===== src/rtl/trap_sequencer.sv =====
// trap_sequencer: multi-cycle machine-mode trap entry / MRET return sequencer.
// Serialises mepc/mcause/mstatus/mtvec through one CSR port and redirects the PC.
// Optional debug halt on EBREAK is built when TRAP_SEQ_DEBUG_EN is defined.
module trap_sequencer #(
  parameter int unsigned XLEN     = 32,
  parameter int unsigned NIRQ     = 4,
  parameter int unsigned IRQ_BASE = 16
) (
  input  logic            clk,
  input  logic            rst,
  input  logic [XLEN-1:0] pc,
  input  logic [2:0]      trap_status,
  input  logic [NIRQ-1:0] irq,
  input  logic            mstatus_mie,
  input  logic            debug_resume,
  input  logic [XLEN-1:0] csr_rd,
  output logic [XLEN-1:0] t_target,
  output logic            trap_done,
  output logic            trap_busy,
  output logic            ic_clean,
  output logic            debug_mode,
  output logic [11:0]     csr_trap_address,
  output logic [XLEN-1:0] csr_trap_write_data,
  output logic            csr_trap_we
);

  localparam int unsigned IW = (NIRQ > 1) ? $clog2(NIRQ) : 1;
  localparam int unsigned CW = XLEN - 1;

  localparam logic [11:0] ADDR_MSTATUS = 12'h300;
  localparam logic [11:0] ADDR_MTVEC   = 12'h305;
  localparam logic [11:0] ADDR_MEPC    = 12'h341;
  localparam logic [11:0] ADDR_MCAUSE  = 12'h342;

  localparam logic [2:0] TS_NONE   = 3'b000;
  localparam logic [2:0] TS_MRET   = 3'b110;
`ifdef TRAP_SEQ_DEBUG_EN
  localparam logic [2:0] TS_EBREAK = 3'b001;
`endif

  typedef enum logic [2:0] {
    S_IDLE, S_MEPC, S_MCAUSE, S_MSTATUS, S_MTVEC, S_REDIRECT
`ifdef TRAP_SEQ_DEBUG_EN
    , S_DEBUG
`endif
  } state_t;

  typedef enum logic [1:0] {K_EXC, K_IRQ, K_MRET} kind_t;

  state_t          state_q, state_d;
  kind_t           kind_q, kind_d;
  logic [XLEN-1:0] pc_q, pc_d;
  logic [XLEN-1:0] cause_q, cause_d;
  logic [XLEN-1:0] target_q, target_d;
  logic            irq_hit;
  logic [IW-1:0]   irq_idx;
  logic [3:0]      exc_code;

  // Lowest-numbered pending interrupt line
  always_comb begin
    irq_hit = 1'b0;
    irq_idx = '0;
    for (int i = int'(NIRQ) - 1; i >= 0; i--) begin
      if (irq[i]) begin
        irq_hit = 1'b1;
        irq_idx = IW'(i);
      end
    end
  end

  // Synchronous exception cause codes; reserved encodings report illegal instruction
  always_comb begin
    case (trap_status)
      3'b001:  exc_code = 4'd3;
      3'b010:  exc_code = 4'd11;
      3'b011:  exc_code = 4'd0;
      3'b100:  exc_code = 4'd2;
      3'b101:  exc_code = 4'd4;
      default: exc_code = 4'd2;
    endcase
  end

  // State and latched trap context
  always_ff @(posedge clk or negedge rst) begin
    if (!rst) begin
      state_q  <= S_IDLE;
      kind_q   <= K_EXC;
      pc_q     <= '0;
      cause_q  <= '0;
      target_q <= '0;
    end else begin
      state_q  <= state_d;
      kind_q   <= kind_d;
      pc_q     <= pc_d;
      cause_q  <= cause_d;
      target_q <= target_d;
    end
  end

  assign t_target = target_q;

  // Next state, CSR port and redirect outputs
  always_comb begin
    state_d             = state_q;
    kind_d              = kind_q;
    pc_d                = pc_q;
    cause_d             = cause_q;
    target_d            = target_q;
    trap_busy           = 1'b0;
    trap_done           = 1'b0;
    ic_clean            = 1'b0;
    csr_trap_address    = '0;
    csr_trap_we         = 1'b0;
    csr_trap_write_data = '0;
`ifdef TRAP_SEQ_DEBUG_EN
    debug_mode          = 1'b0;
`endif
    case (state_q)
      S_IDLE: begin
        // Acceptance stall is combinational, so keep it quiet while reset is held
        if (trap_status != TS_NONE) begin
          trap_busy = rst;
          pc_d      = pc;
          if (trap_status == TS_MRET) begin
            kind_d  = K_MRET;
            state_d = S_MEPC;
          end
`ifdef TRAP_SEQ_DEBUG_EN
          else if (trap_status == TS_EBREAK) begin
            state_d = S_DEBUG;
          end
`endif
          else begin
            kind_d  = K_EXC;
            cause_d = XLEN'(exc_code);
            state_d = S_MEPC;
          end
        end else if (mstatus_mie && irq_hit) begin
          trap_busy = rst;
          pc_d      = pc;
          kind_d    = K_IRQ;
          cause_d   = {1'b1, CW'(IRQ_BASE) + CW'(irq_idx)};
          state_d   = S_MEPC;
        end
      end
      S_MEPC: begin
        trap_busy        = 1'b1;
        csr_trap_address = ADDR_MEPC;
        if (kind_q == K_MRET) begin
          target_d = csr_rd;
          state_d  = S_MSTATUS;
        end else begin
          csr_trap_we         = 1'b1;
          csr_trap_write_data = pc_q & ~XLEN'(3);
          state_d             = S_MCAUSE;
        end
      end
      S_MCAUSE: begin
        trap_busy           = 1'b1;
        csr_trap_address    = ADDR_MCAUSE;
        csr_trap_we         = 1'b1;
        csr_trap_write_data = cause_q;
        state_d             = S_MSTATUS;
      end
      S_MSTATUS: begin
        trap_busy           = 1'b1;
        csr_trap_address    = ADDR_MSTATUS;
        csr_trap_we         = 1'b1;
        csr_trap_write_data = csr_rd;
        if (kind_q == K_MRET) begin
          csr_trap_write_data[3]     = csr_rd[7];
          csr_trap_write_data[7]     = 1'b1;
          csr_trap_write_data[12:11] = 2'b00;
          state_d                    = S_REDIRECT;
        end else begin
          csr_trap_write_data[7]     = csr_rd[3];
          csr_trap_write_data[3]     = 1'b0;
          csr_trap_write_data[12:11] = 2'b11;
          state_d                    = S_MTVEC;
        end
      end
      S_MTVEC: begin
        trap_busy        = 1'b1;
        csr_trap_address = ADDR_MTVEC;
        if (kind_q == K_IRQ && csr_rd[1:0] == 2'b01) begin
          target_d = {csr_rd[XLEN-1:2], 2'b00} + {cause_q[XLEN-3:0], 2'b00};
        end else begin
          target_d = {csr_rd[XLEN-1:2], 2'b00};
        end
        state_d = S_REDIRECT;
      end
      S_REDIRECT: begin
        trap_busy = 1'b1;
        trap_done = 1'b1;
        ic_clean  = 1'b1;
        state_d   = S_IDLE;
      end
`ifdef TRAP_SEQ_DEBUG_EN
      S_DEBUG: begin
        trap_busy  = 1'b1;
        debug_mode = 1'b1;
        if (debug_resume) begin
          target_d = pc_q + XLEN'(4);
          state_d  = S_REDIRECT;
        end
      end
`endif
      default: state_d = S_IDLE;
    endcase
  end

`ifndef TRAP_SEQ_DEBUG_EN
  // Debug halt not built: mode tied low, resume request has no effect
  logic unused_debug_resume;
  assign unused_debug_resume = debug_resume;
  assign debug_mode          = 1'b0;
`endif

endmodule


===== config.mk =====
export PLATFORM = sky130hd
export DESIGN_NAME = trap_sequencer
export DESIGN_NICKNAME = d
export VERILOG_FILES = /design/src/rtl/trap_sequencer.sv
export SDC_FILE = /design/constraint.sdc
export NUM_CORES = 1
export LEC_CHECK = 0
export CAP_MARGIN = 10
export CORE_MARGIN = 2
export CORE_UTILIZATION = 48
export CTS_CLUSTER_SIZE = 20
export DETAILED_ROUTE_END_ITERATION = 8
export GPL_TIMING_DRIVEN = 0
export PLACE_DENSITY = 0.9
export SETUP_SLACK_MARGIN = 0.02
export SLEW_MARGIN = 5
export SYNTH_ARGS = -nofsm -noshare
export SYNTH_HDL_FRONTEND = slang
export SYNTH_SLANG_ARGS = --single-unit
export TNS_END_PERCENT = 50

===== constraint.sdc =====
create_clock -name clk -period 6.1 [get_ports clk]
set_input_delay 0.915 -clock clk [delete_from_list [all_inputs] [get_ports clk]]
set_output_delay 0.915 -clock clk [all_outputs]
set_load 0.01 [all_outputs]

==> results of run 1 <==
## sequential cells by signal, indices dropped and copies added (netlist names)
register  count
cause_q       5
kind_q        2
pc_q         30
t_target     32
state_q       3
## metrics by stage
step / util, % / area, um2 / cells / hold slack, ps
4_1_cts: 69.7 / 5990 / 692 / 484
3_5_place_dp: 67.4 / 5790 / 676 / 471
5_1_grt: 69.7 / 5990 / 692 / 517
2_1_floorplan: - / 4200 / 423 / 471
3_3_place_gp: 67.2 / 5770 / 675 / 465
6_report: 69.7 / 5990 / 692 / 484
## power breakdown
group | internal (mW) | switching [mW]
registers | 0.721 | 0.149
logic | 0.934 | 0.824
clock network | 0.211 | 0.174
total | 1.87 | 1.15
## critical path, delay by kind of cell, from the launching register on
family / cells / cell delay (ps)
AOI/OAI and AO/OA: 1 / 270
buffers and inverters: 3 / 1340
DFF: 1 / 410
and+or+nand+nor: 3 / 1250
## layer usage
layer / vias to the layer above / part of all wire [%] / track usage (%)
met4: 0 / 2.4 / 10.0
met1: 1951 / 41 / 35.0
li1: 1852 / - / -
met5: - / 0 / 0
met3: 25 / 8.6 / 7.05
met2: 188 / 48 / 43.6
## kinds of logic after synthesis
group           count (synthesis)
xor+xnor                       21
buf+inv                        40
other cells                     1
simple gates                  139
mux                            34
fa+ha+maj                       6
flops                          72
compound gates                104
## path summary, 6_finish.rpt
check,from,end,slack [ps],cells past startpoint
max reg2reg,state_q[2],t_target[21],3720,8
min reg2reg,t_target[29],t_target[29],480,2
max,kind_q[1],csr_trap_write_data[6],1560,7
min,t_target[29],t_target[29],480,2
max in group asynchronous,rst,t_target[12],5000,2
min in group asynchronous,rst,pc_q[23],530,1
## cells in the final DEF (no fill, tap or decap), drive strengths merged, types with 14 or more instances in the layout
cell type	n
clkdlybuf4s50	143
clkbuf	29
mux2	31
nand2	42
a22o	29
dfrtp	72
xor2	14
buf	19
nor2	19
o21ai	30
## cell type report
class / count / area [um2] / share of cell area, %
multi-input combinational: 311 / 2190 / 36.6
sequential: 72 / 1800 / 30.1
timing repair buffer: 145 / 1460 / 24.4
buffer: 33 / 174 / 2.90
clock buffer: 13 / 159 / 2.65
tap: 108 / 135 / 2.26
clock inverter: 3 / 40.0 / 0.668
inverter: 7 / 31.3 / 0.522
==> flow_results.org, run 1 <==
** Setup path
- Standard cell with the maximum stage delay on the critical path :: sky130_fd_sc_hd__nor3_2
- In this design, the stage delay of the slowest critical-path cell is 840 ps.
- The cell that appears most often on the critical path is sky130_fd_sc_hd__clkbuf_1.
- Required time of the critical path :: 5180 ps
- The worst setup path is launched from a register.
- Critical path start-end classification :: reg -> out
- Data on the critical path arrives at its endpoint at 3620 ps.
- Walking the worst path, the cells encountered are nor2b_1 -> clkbuf_1 -> nand2b_1 -> nor3_2 -> clkbuf_1 -> a22o_1 -> clkdlybuf4s50_1.
- Max FO, Critical Path :: 10
- The worst setup path is captured at a primary output.

** Drt
- DRC marker count from the first detailed-route iteration :: approximately 210
- The detail route stage leaves a number of antenna-violating nets equal to 0.
- In the routed design, unresolved DRC markers number 0.
- Using the TritonRoute via totals, the vias-per-cell ratio works out to around 5.8.
- The pre-antenna-repair detailed-routing pass consisted of 5 iterations.
- Summing over every cut layer, the via total after detailed routing is 4016.
- The final layout contains routed wiring with a total length of 12600 um.
- In the final routed layout, each cell accounts on average for 18.2 um.

** Yosys
- Most frequent cell after synthesis :: sky130_fd_sc_hd__dfrtp_1
- Synthesized-area fraction occupied by adder cells :: around 2%
- Register bit count reported by yosys :: 72
- Area share of the largest cell type after synthesis :: a little over two fifths
- The commonest cells after synthesis are sky130_fd_sc_hd__dfrtp_1, sky130_fd_sc_hd__nand2_1, sky130_fd_sc_hd__mux2_2, sky130_fd_sc_hd__a22o_1, sky130_fd_sc_hd__o21ai_0.
- The synthesized netlist devotes ~4.4% of its cell area to XOR and XNOR gates.
- Synthesis produced a netlist whose cell count is roughly 420.
- Counting flops with a built-in enable in the synthesized netlist gives 0.
- Dominant cell type by area after synthesis :: sky130_fd_sc_hd__dfrtp_1
- After synthesis, the netlist uses 62 different library cells.
- Cells taking the most area after synthesis :: sky130_fd_sc_hd__dfrtp_1, sky130_fd_sc_hd__mux2_2, sky130_fd_sc_hd__a22o_1, sky130_fd_sc_hd__nand2_1, sky130_fd_sc_hd__o21ai_0
- Summing the areas of all compound-gate instances in the mapped netlist gives 17.8% of the synthesized area.
- Largest family of logic cells by synthesized area :: simple AND/OR/NAND/NOR gates
- Of all flip-flops after synthesis, the portion carrying an async set or reset was 100%.
- Measured against the total synthesized area, the mux share comes to between 9 and 10%.
- The mapped netlist covers 4180 um2.
- Count of yosys warnings during synthesis :: 0
- For this run, the leading register cell type out of synthesis is sky130_fd_sc_hd__dfrtp_1.
- Simple-Gate Fraction of Synth Area :: 18.5%
- Summing the sequential cell areas from Yosys gives 43.2% of the chip area.
- After synthesis, the mean cell area works out to 10.0 um2.

** STA
- Summed over all failing endpoints, the final setup total negative slack is 0 ps.
- Final slew viol count :: 0
- Number of hold violations in the final report :: 0
- The final critical path takes up 74.4% of the cycle.
- Subtracting the final worst setup slack from the clock period gives 4540 ps.
- Setup repair after global routing left no endpoint under its margin.
- Based on the critical path, the design can be clocked at up to about 220 MHz.
- Worst slew pin tran :: 1070 ps
- On the final layout, the worst clock skew is 13.1 ps.
- Setup violations remaining at the end of the flow were counted as 0.
- PnR worst setup slack :: 1560 ps
- Max_slew headroom :: 28.0%

** Pwr
- Pleak :: 2.47 nW
- The design draws 3.01 mW.
- Across the VDD grid, the largest voltage drop is 0.251 mV.
- Power spread over the standard cell area amounts to 503 nW/um2.

** Clocking
- Later-pin clock latency in the skew report :: 350 ps
- Number of levels the H-tree was split into :: 3
- The cell sitting at the root of the clock tree is a sky130_fd_sc_hd__clkbuf_8.
- Once the clock tree was built, the resizer swapped 0 gates to a different size.
- Clock sink total :: between 70 and 80
- Setup bufs post-CTS :: 0
- CTS tree :: built
- Clock-pin slew reported for the worst setup and hold paths after clock tree synthesis :: 80 ps
- After clock tree synthesis, the flow added hold-fix buffers numbering 0.
- Max Root-Sink Buffers :: 2
- Total CTS buffers :: 9

** Global routing
- Maximum number of pins on one net before global-route repair :: 40
- The initial antenna violation count is 0.
- Global routing used 26.9% of the available tracks.
- After global routing the overflow that remains totals 0.
- The number of global-route vias before repair is around 4000.
- First-pass GRT wire length :: 20500 um

** Final layout
- For this run, the post-layout net count is 660.
- Cells with a size suffix above 1 make up 12.7% of the layout.
- P&R area growth vs syn :: 43.5%
- The number of antenna diodes in the final layout is 0.
- Fill cells in the final layout number between 600 and 700.

** Flow run
- Across the run, the number of max-cap violations was 0.

** Die
- The die covers 9460 um2.
- The core region is 8590 um2.
- Boundary Pins :: 156
- # rows :: 34
- Horizontal die dimension :: roughly 100 um
- Once the floorplan was initialized, standard cells occupied about half of the core.
- Die Y :: between 90 and 100 um

** Min path
- Worst Hold Class :: reg -> reg

** Placed design
- Number of port buffers :: ~140
- Minimum setup slack after placement :: 2080 ps
- Detailed Place HPWL :: 9550 um
- At the end of routability-driven placement, the weighted congestion stood at 0.839.

** Outcome
- Result of the run :: finished, final reports clean
(Power assumes the default switching activity.)
==> inputs of run 2 (changes only) <==
--- a/config.mk
+++ b/config.mk
@@ -7,11 +7,11 @@
 export LEC_CHECK = 0
 export CAP_MARGIN = 10
 export CORE_MARGIN = 2
-export CORE_UTILIZATION = 48
+export CORE_UTILIZATION = 45
 export CTS_CLUSTER_SIZE = 20
 export DETAILED_ROUTE_END_ITERATION = 8
 export GPL_TIMING_DRIVEN = 0
-export PLACE_DENSITY = 0.9
+export PLACE_DENSITY = 0.85
 export SETUP_SLACK_MARGIN = 0.02
 export SLEW_MARGIN = 5
 export SYNTH_ARGS = -nofsm -noshare
==> constraint.sdc (replaced) <==
create_clock -name clk -period 4.72 [get_ports clk]
set_input_delay 0.708 -clock clk [delete_from_list [all_inputs] [get_ports clk]]
set_output_delay 0.708 -clock clk [all_outputs]
set_load 0.01 [all_outputs]
==> flow_results.org, run 2 (synthesis gave the netlist of run 1 again) <==
** Die
- Boundary Pins :: 156 (unchanged)
- Total die area :: 10100 um2 (+6.4%)
- The width of the chip came to 100 um (+3.1%).
- The height of the die came to 100 um (+3.1%).
- Floorplan Core Area :: 9110 um2 (+6.0%)
- The number of rows in the core area came to 35 (+2.9%).
- The effective utilization at floorplan was 45.8% (-2.7 points).

** STA
- Fin Hold WS :: 275 ps (-209 ps)
- Final Cycle Share :: between 80% and 90%
- The worst path setup slack after routing was 557 ps (-1000 ps).
- The routed design could run at a clock period as short as about 4200 ps.
- The total count of max-transition violations in the final report came to 0 (unchanged).
- The number of hold-slack violations in the final timing report is 0 (unchanged).
- Max_slew headroom :: 40.2% (+12 points)
- Setup repair after global routing missed its margin :: no
- Upper clock frequency limit :: 240 MHz
- Setup violation total in the final timing report :: 0 (unchanged)
- The slew at the pin closest to its max-slew limit came to 892 ps (-182 ps).
- TNS Setup :: 0 ps (unchanged)
- The post-route clock skew was 10.4 ps (-2.68 ps).

** Drt
- The number of remaining DRC errors is 0 (unchanged).
- Total number of vias :: 4006 (-0.25%)
- The wire length reported by the detailed router is 12600 um (+0.56%).
- Router iterations before antenna repair :: 5 (unchanged)
- The residual antenna-violating net count after detailed routing is 0 (unchanged).
- The detailed-route vias per instance was 5.76 (-0.68%).
- DRC marker count from the first detailed-route iteration :: 257 (+22%)
- The detailed-route wire length per cell was 18.2 um (+0.12%).

** Setup path
- Worst path arrival time :: 3450 ps (-170 ps)
- Origin of the worst setup path :: kind_q[1]
- STA classifies the critical path startpoint as a register.
- The worst register-to-register path begins at state_q[2].
- Ordered list of cells on the worst path :: nor2b_1 -> clkbuf_1 -> nand2b_1 -> nor3_2 -> clkbuf_1 -> a222oi_1 -> inv_1 -> clkdlybuf4s50_1
- By startpoint and endpoint, the worst setup path is classified as reg -> out.
- In this design, the critical path's most frequently occurring cell is sky130_fd_sc_hd__clkbuf_1.
- Worst Path Buf+Inv :: 4 (+1)
- Required time of the critical path :: 4010 ps (-1170 ps)
- The peak per-stage delay on the critical path came to 710 ps (-130 ps).
- The slowest stage of the critical path is the sky130_fd_sc_hd__nor3_2 cell.
- Among cell families on the critical path, the largest total delay comes from buffers and inverters.
- STA classifies the critical path endpoint as a primary output.
- Max FO, Critical Path :: 10 (unchanged)

** Pwr
- The net load switching power came to 1.50 mW (+31%).
- The power per standard cell area is 642 nW/um2 (+28%).
- Internal power component :: 2.34 mW (+25%)
- Switching part of the total :: 39.1% (+0.98 points)
- Sequential share of power :: 29.3% (+0.4 points)
- Relative contribution of combinational cells to total power :: 59.3% (+0.9 points)
- The cell leakage power came to 2.46 nW (-0.50%).
- Total power after layout :: 3.84 mW (+27%)
- The portion of total power attributed to the clock network came to 11.4% (-1.4 points).
- The peak ir drop on the vdd network is 0.395 mV (+57%).

** Placed design
- Routability cong. :: 0.913 (+8.9%)
- Detailed Place HPWL :: 9690 um (+1.5%)
- The port buffer count came to 144 (unchanged).
- Post-DP Area :: 5800 um2 (+0.19%)
- Minimum setup slack after placement :: 956 ps (-1130 ps)

** Clocking
- Clock-pin slew reported for the worst setup and hold paths after clock tree synthesis :: 80 ps (about the same)
- CTS-repair resized insts :: 0 (unchanged)
- CTS tree :: built
- CTS placed an instance of sky130_fd_sc_hd__clkbuf_8 at the clock tree root.
- Setup bufs post-CTS :: 0 (unchanged)
- The maximum root-to-sink buffer count was 2 (unchanged).
- The clock sink total was 72 (unchanged).
- Total CTS buffers :: 9 (unchanged)
- The clock latency on the worst-skew pair was 350 ps (about the same).
- The count of H-tree levels built during CTS came to 3 (unchanged).
- The number of hold-repair buffers added at the cts stage was 0 (unchanged).

** Final layout
- The library cell used most frequently in the layout, excluding fill and tap cells, is sky130_fd_sc_hd__clkdlybuf4s50_1.
- Largest register FFs :: 32 (unchanged)
- Most frequent cells in the layout :: sky130_fd_sc_hd__clkdlybuf4s50_1, sky130_fd_sc_hd__dfrtp_1, sky130_fd_sc_hd__nand2_1
- Compared with the post-synthesis result, the final layout area differs by 43.1%.
- The cell area after layout was 5980 um2 (-0.25%).
- Layout cell share with drive strength beyond 1 :: 13.0% (+0.34 points)
- Antenna Cells :: 0 (unchanged)
- The number of nets in the final layout was 660 (unchanged).

** Global routing
- The number of global-route vias before repair is 3920 (-3.6%).
- The global routing met3 resource utilization came to 6.41% (-0.64 points).
- Overall fraction of global-route tracks in use :: 25.2% (-1.7 points)
- Maximum number of pins on one net before global-route repair :: 46 (+15%)
- Antenna violations before repair :: 0 (unchanged)
- The global-route congestion overflow total is 0 (unchanged).
- First-pass GRT wire length :: 19700 um (-3.6%)
- The global routing stage identified its most utilized layer as met2.
- Global-route met1 utilization :: 32.4% (-2.6 points)
- The global-route met2 utilization came to 41.2% (-2.3 points).

** Min path
- Worst Hold Class :: in -> async

** Flow run
- The number of max-capacitance violations reported came to 0 (unchanged).

** Outcome
- Result of the run :: finished, final reports clean
run 2: cell types whose count changed in the layout (fill, tap and decap cells not counted):
cell	delta
sky130_fd_sc_hd__clkbuf_8	-1
sky130_fd_sc_hd__buf_16	+1
sky130_fd_sc_hd__buf_12	-1
sky130_fd_sc_hd__clkinvlp_4	+2
sky130_fd_sc_hd__clkinv_2	+2
sky130_fd_sc_hd__clkbuf_1	-2
sky130_fd_sc_hd__bufinv_16	-1
run 2: worst paths after layout:
check,slack (ps),to,cells after the start
max reg2reg,2420,t_target[22],7
max in group asynchronous,3900,cause_q[3],2
min,270,t_target[14],1
min reg2reg,490,t_target[22],2
min in group clk,490,t_target[22],2
max,560,csr_trap_write_data[2],8
run 2: area by class of cell:
class,instances,area [um2]
flip-flops and latches,72,1800
multi-input cells,311,2190
well taps,111,139
repair buffers,145,1470
fillers,726,3130
clock buffers,10,138
clock inverters,6,35.0
inverters,7,31.3
plain buffers,33,174
run 2: metrics by stage:
stage,instances,utilization [%]
after floorplan,423,-
after global placement,678,63.4
after detailed placement,679,63.7
after CTS,695,65.6
after global routing,695,65.6
final,695,65.6
run 2: layer usage:
layer | vias up | share of wire, %
met5 | - | 0
met4 | 0 | 2.5
met3 | 27 | 7.4
met2 | 182 | 50
met1 | 1942 | 40
li1 | 1855 | -
run 2: worst register-to-register path: stages, from the launching register on:
cell                       delay, ps
sky130_fd_sc_hd__dfrtp_1         370
sky130_fd_sc_hd__buf_6           140
sky130_fd_sc_hd__or3b_4          270
sky130_fd_sc_hd__inv_6            60
sky130_fd_sc_hd__a31oi_1         320
sky130_fd_sc_hd__clkbuf_1        440
sky130_fd_sc_hd__buf_1           430
sky130_fd_sc_hd__o21ai_0         160
run 2: power groups by stage:
stage / Clock (mW) / Sequential (mW) / Combinational, mW
floorplan: 0 / 1.15 / 1.15
global placement: 0 / 1.12 / 2.21
detailed placement: 0 / 1.13 / 2.27
CTS: 0.442 / 1.12 / 2.28
global route: 0.468 / 1.16 / 2.45
finish: 0.438 / 1.13 / 2.28
==> inputs of run 3 (changes only) <==
--- a/config.mk
+++ b/config.mk
@@ -6,7 +6,7 @@
 export NUM_CORES = 1
 export LEC_CHECK = 0
 export CAP_MARGIN = 10
-export CORE_MARGIN = 2
+export CORE_MARGIN = 3
 export CORE_UTILIZATION = 45
 export CTS_CLUSTER_SIZE = 20
 export DETAILED_ROUTE_END_ITERATION = 8
==> flow_results.org, run 3 (synthesis gave the netlist of run 1 again) <==
** Outcome
- Result of the run :: finished, final reports clean

** Setup path
- Worst setup EP type :: primary output
- STA classifies the critical path startpoint as a register.
- The data required time of the worst path was 4010 ps (about the same).
- Worst path arrival time :: 3580 ps (+130 ps)
- Max FO, Critical Path :: 10 (unchanged)
- Critical path start-end classification :: reg -> out
- Setup slack of the most critical reg-to-reg path :: 2360 ps (-60 ps)

** STA
- Max_slew headroom :: 29.3% (-11 points)
- Setup violation total in the final timing report :: 0 (unchanged)
- Setup repair after global routing left no endpoint under its margin.
- Upper clock frequency limit :: 233 MHz (-2.9%)
- The slew at the pin closest to its max-slew limit is 1050 ps (+162 ps).
- Final Cycle Share :: 90.9% (+2.7 points)
- The final critical-path required period was 4290 ps (+126 ps).
- Final clock skew :: 6.64 ps (-3.73 ps)
- Number of hold violations in the final report :: 0 (unchanged)
- The total count of max-transition violations in the final report came to 0 (unchanged).

** Die
- The number of rows in the core area was 34 (-2.9%).
- Horizontal die dimension :: 102 um (+2.0%)
- The height of the die was 102 um (+2.0%).
- The effective utilization at floorplan is 47.2% (+1.3 points).
- The die footprint came to 10500 um2 (+4.0%).
- The placeable core region was 8850 um2 (-2.9%).
- Boundary Pins :: 156 (unchanged)

** Clocking
- Number of levels the H-tree was split into :: 3 (unchanged)
- Number of hold buffers added after cts :: 0 (unchanged)
- Setup bufs post-CTS :: 0 (unchanged)
- Later-pin clock latency in the skew report :: 350 ps (about the same)
- CTS-repair resized insts :: 0 (unchanged)
- The maximum root-to-sink buffer count was 2 (unchanged).
- In this run the clock root is driven by a sky130_fd_sc_hd__clkbuf_8.
- Total CTS buffers :: 9 (unchanged)
- Clock sink total :: 72 (unchanged)
- TritonCTS built the clock tree.
- Clock-pin slew reported for the worst setup and hold paths after clock tree synthesis :: 70 ps (about the same)

** Placed design
- The port buffer count is 144 (unchanged).
- Post-DP Area :: 5790 um2 (-0.19%)
- Detailed Place HPWL :: 9820 um (+1.3%)
- The weighted congestion reported at the end of routability-driven placement is 0.908 (-0.56%).

** Final layout
- The share of the core filled with cells in the final layout came to 67.4% (+1.8 points).
- The library cells used most frequently in the layout, excluding fill and tap cells, are sky130_fd_sc_hd__clkdlybuf4s50_1, sky130_fd_sc_hd__dfrtp_1, sky130_fd_sc_hd__nand2_1.
- Largest register FFs :: 32 (unchanged)
- The cell area after layout was 5960 um2 (-0.19%).
- The share of post-route cells with drive strength above 1 was 12.7% (-0.32 points).
- P&R area growth vs syn :: 42.9%
- Net count of the finished layout :: 660 (unchanged)
- Antenna Cells :: 0 (unchanged)
- The library cell used most frequently in the layout, excluding fill and tap cells, is sky130_fd_sc_hd__clkdlybuf4s50_1.

** Min path
- Worst Hold Class :: in -> async

** Drt
- Router iterations before antenna repair :: 5 (unchanged)
- Vias per inst :: 5.85 (+1.5%)
- Remaining routing DRC violations :: 0 (unchanged)
- DRC marker count from the first detailed-route iteration :: 210 (-18%)
- The detailed-route wire length per cell is 18.5 um (+1.9%).
- Total number of vias :: 4043 (+0.92%)
- The residual antenna-violating net count after detailed routing is 0 (unchanged).
- Total length of routed wires :: 12800 um (+1.3%)

** Global routing
- Number of global-route vias before repair :: 4049 (+3.3%)
- Overall overflow remaining after global route :: 0 (unchanged)
- The pin count of the biggest net entering global routing came to 39 (-15%).
- The initial antenna violation count came to 0 (unchanged).
- Overall fraction of global-route tracks in use :: 24.6% (-0.59 points)
- The global-route wire length before repair came to 20000 um (+1.3%).

** Pwr
- PwrDens :: 644 nW/um2 (+0.20%)
- Max VDD drop :: 0.330 mV (-16%)
- The cell leakage power was 2.46 nW (-0.12%).

** Flow run
- The number of max-capacitance violations reported came to 0 (unchanged).
[run 3: critical path: stages (launching register included)]
cell and delay [ps]:
sky130_fd_sc_hd__dfrtp_1 400, sky130_fd_sc_hd__nor2b_1 130, sky130_fd_sc_hd__clkbuf_1 200, sky130_fd_sc_hd__nand2b_1 280
sky130_fd_sc_hd__nor3_2 830, sky130_fd_sc_hd__clkbuf_1 570, sky130_fd_sc_hd__a22o_1 240, sky130_fd_sc_hd__clkdlybuf4s50_1 570
[run 3: path summary, 6_finish.rpt]
check / to / start / cells after the start
hold reg to reg: t_target[14] / t_target[14] / 2
min in group clk: t_target[14] / t_target[14] / 2
max in group asynchronous: t_target[18] / rst / 2
setup reg to reg: t_target[22] / state_q[2] / 7
setup / recovery: csr_trap_write_data[22] / kind_q[1] / 7
hold / removal: pc_q[4] / rst / 1
[run 3: cell type report]
type                       instances  area (um2)
timing repair buffer             145        1460
multi-input combinational        311        2190
buffer                            33         174
inverter                           7        31.3
tap                              108         135
sequential                        72        1800
clock inverter                     3        17.5
fill                             706        2880
clock buffer                      12         155
[run 3: power by group]
group	internal, mW	leakage, nW	switching (mW)
sequential	0.932	0.860	0.195
combinational	1.21	1.51	1.06
clock	0.215	0.0882	0.230
[run 3: layer usage]
metal | wire (um) | share of wire, % | GRT usage, % | vias up
met5 | 0 | 0 | 0 | -
met4 | 341 | 2.7 | 11.0 | 0
met3 | 1300 | 10 | 7.17 | 31
met2 | 6040 | 47 | 38.5 | 205
met1 | 5120 | 40 | 31.8 | 1951
li1 | - | - | - | 1856
[run 3: stage by stage]
| stage | TNS (ps) | power [mW] | hold WS [ps] | setup WS, ps | instances |
|---|---|---|---|---|---|
| floorplan | 0 | 2.30 | 412 | 2230 | 423 |
| global placement | -781 | 3.33 | 466 | -781 | 675 |
| detailed placement | 0 | 3.40 | 472 | 834 | 676 |
| CTS | 0 | 3.85 | 323 | 463 | 691 |
| global route | 0 | 4.09 | 342 | 258 | 691 |
| finish | 0 | 3.84 | 312 | 431 | 691 |
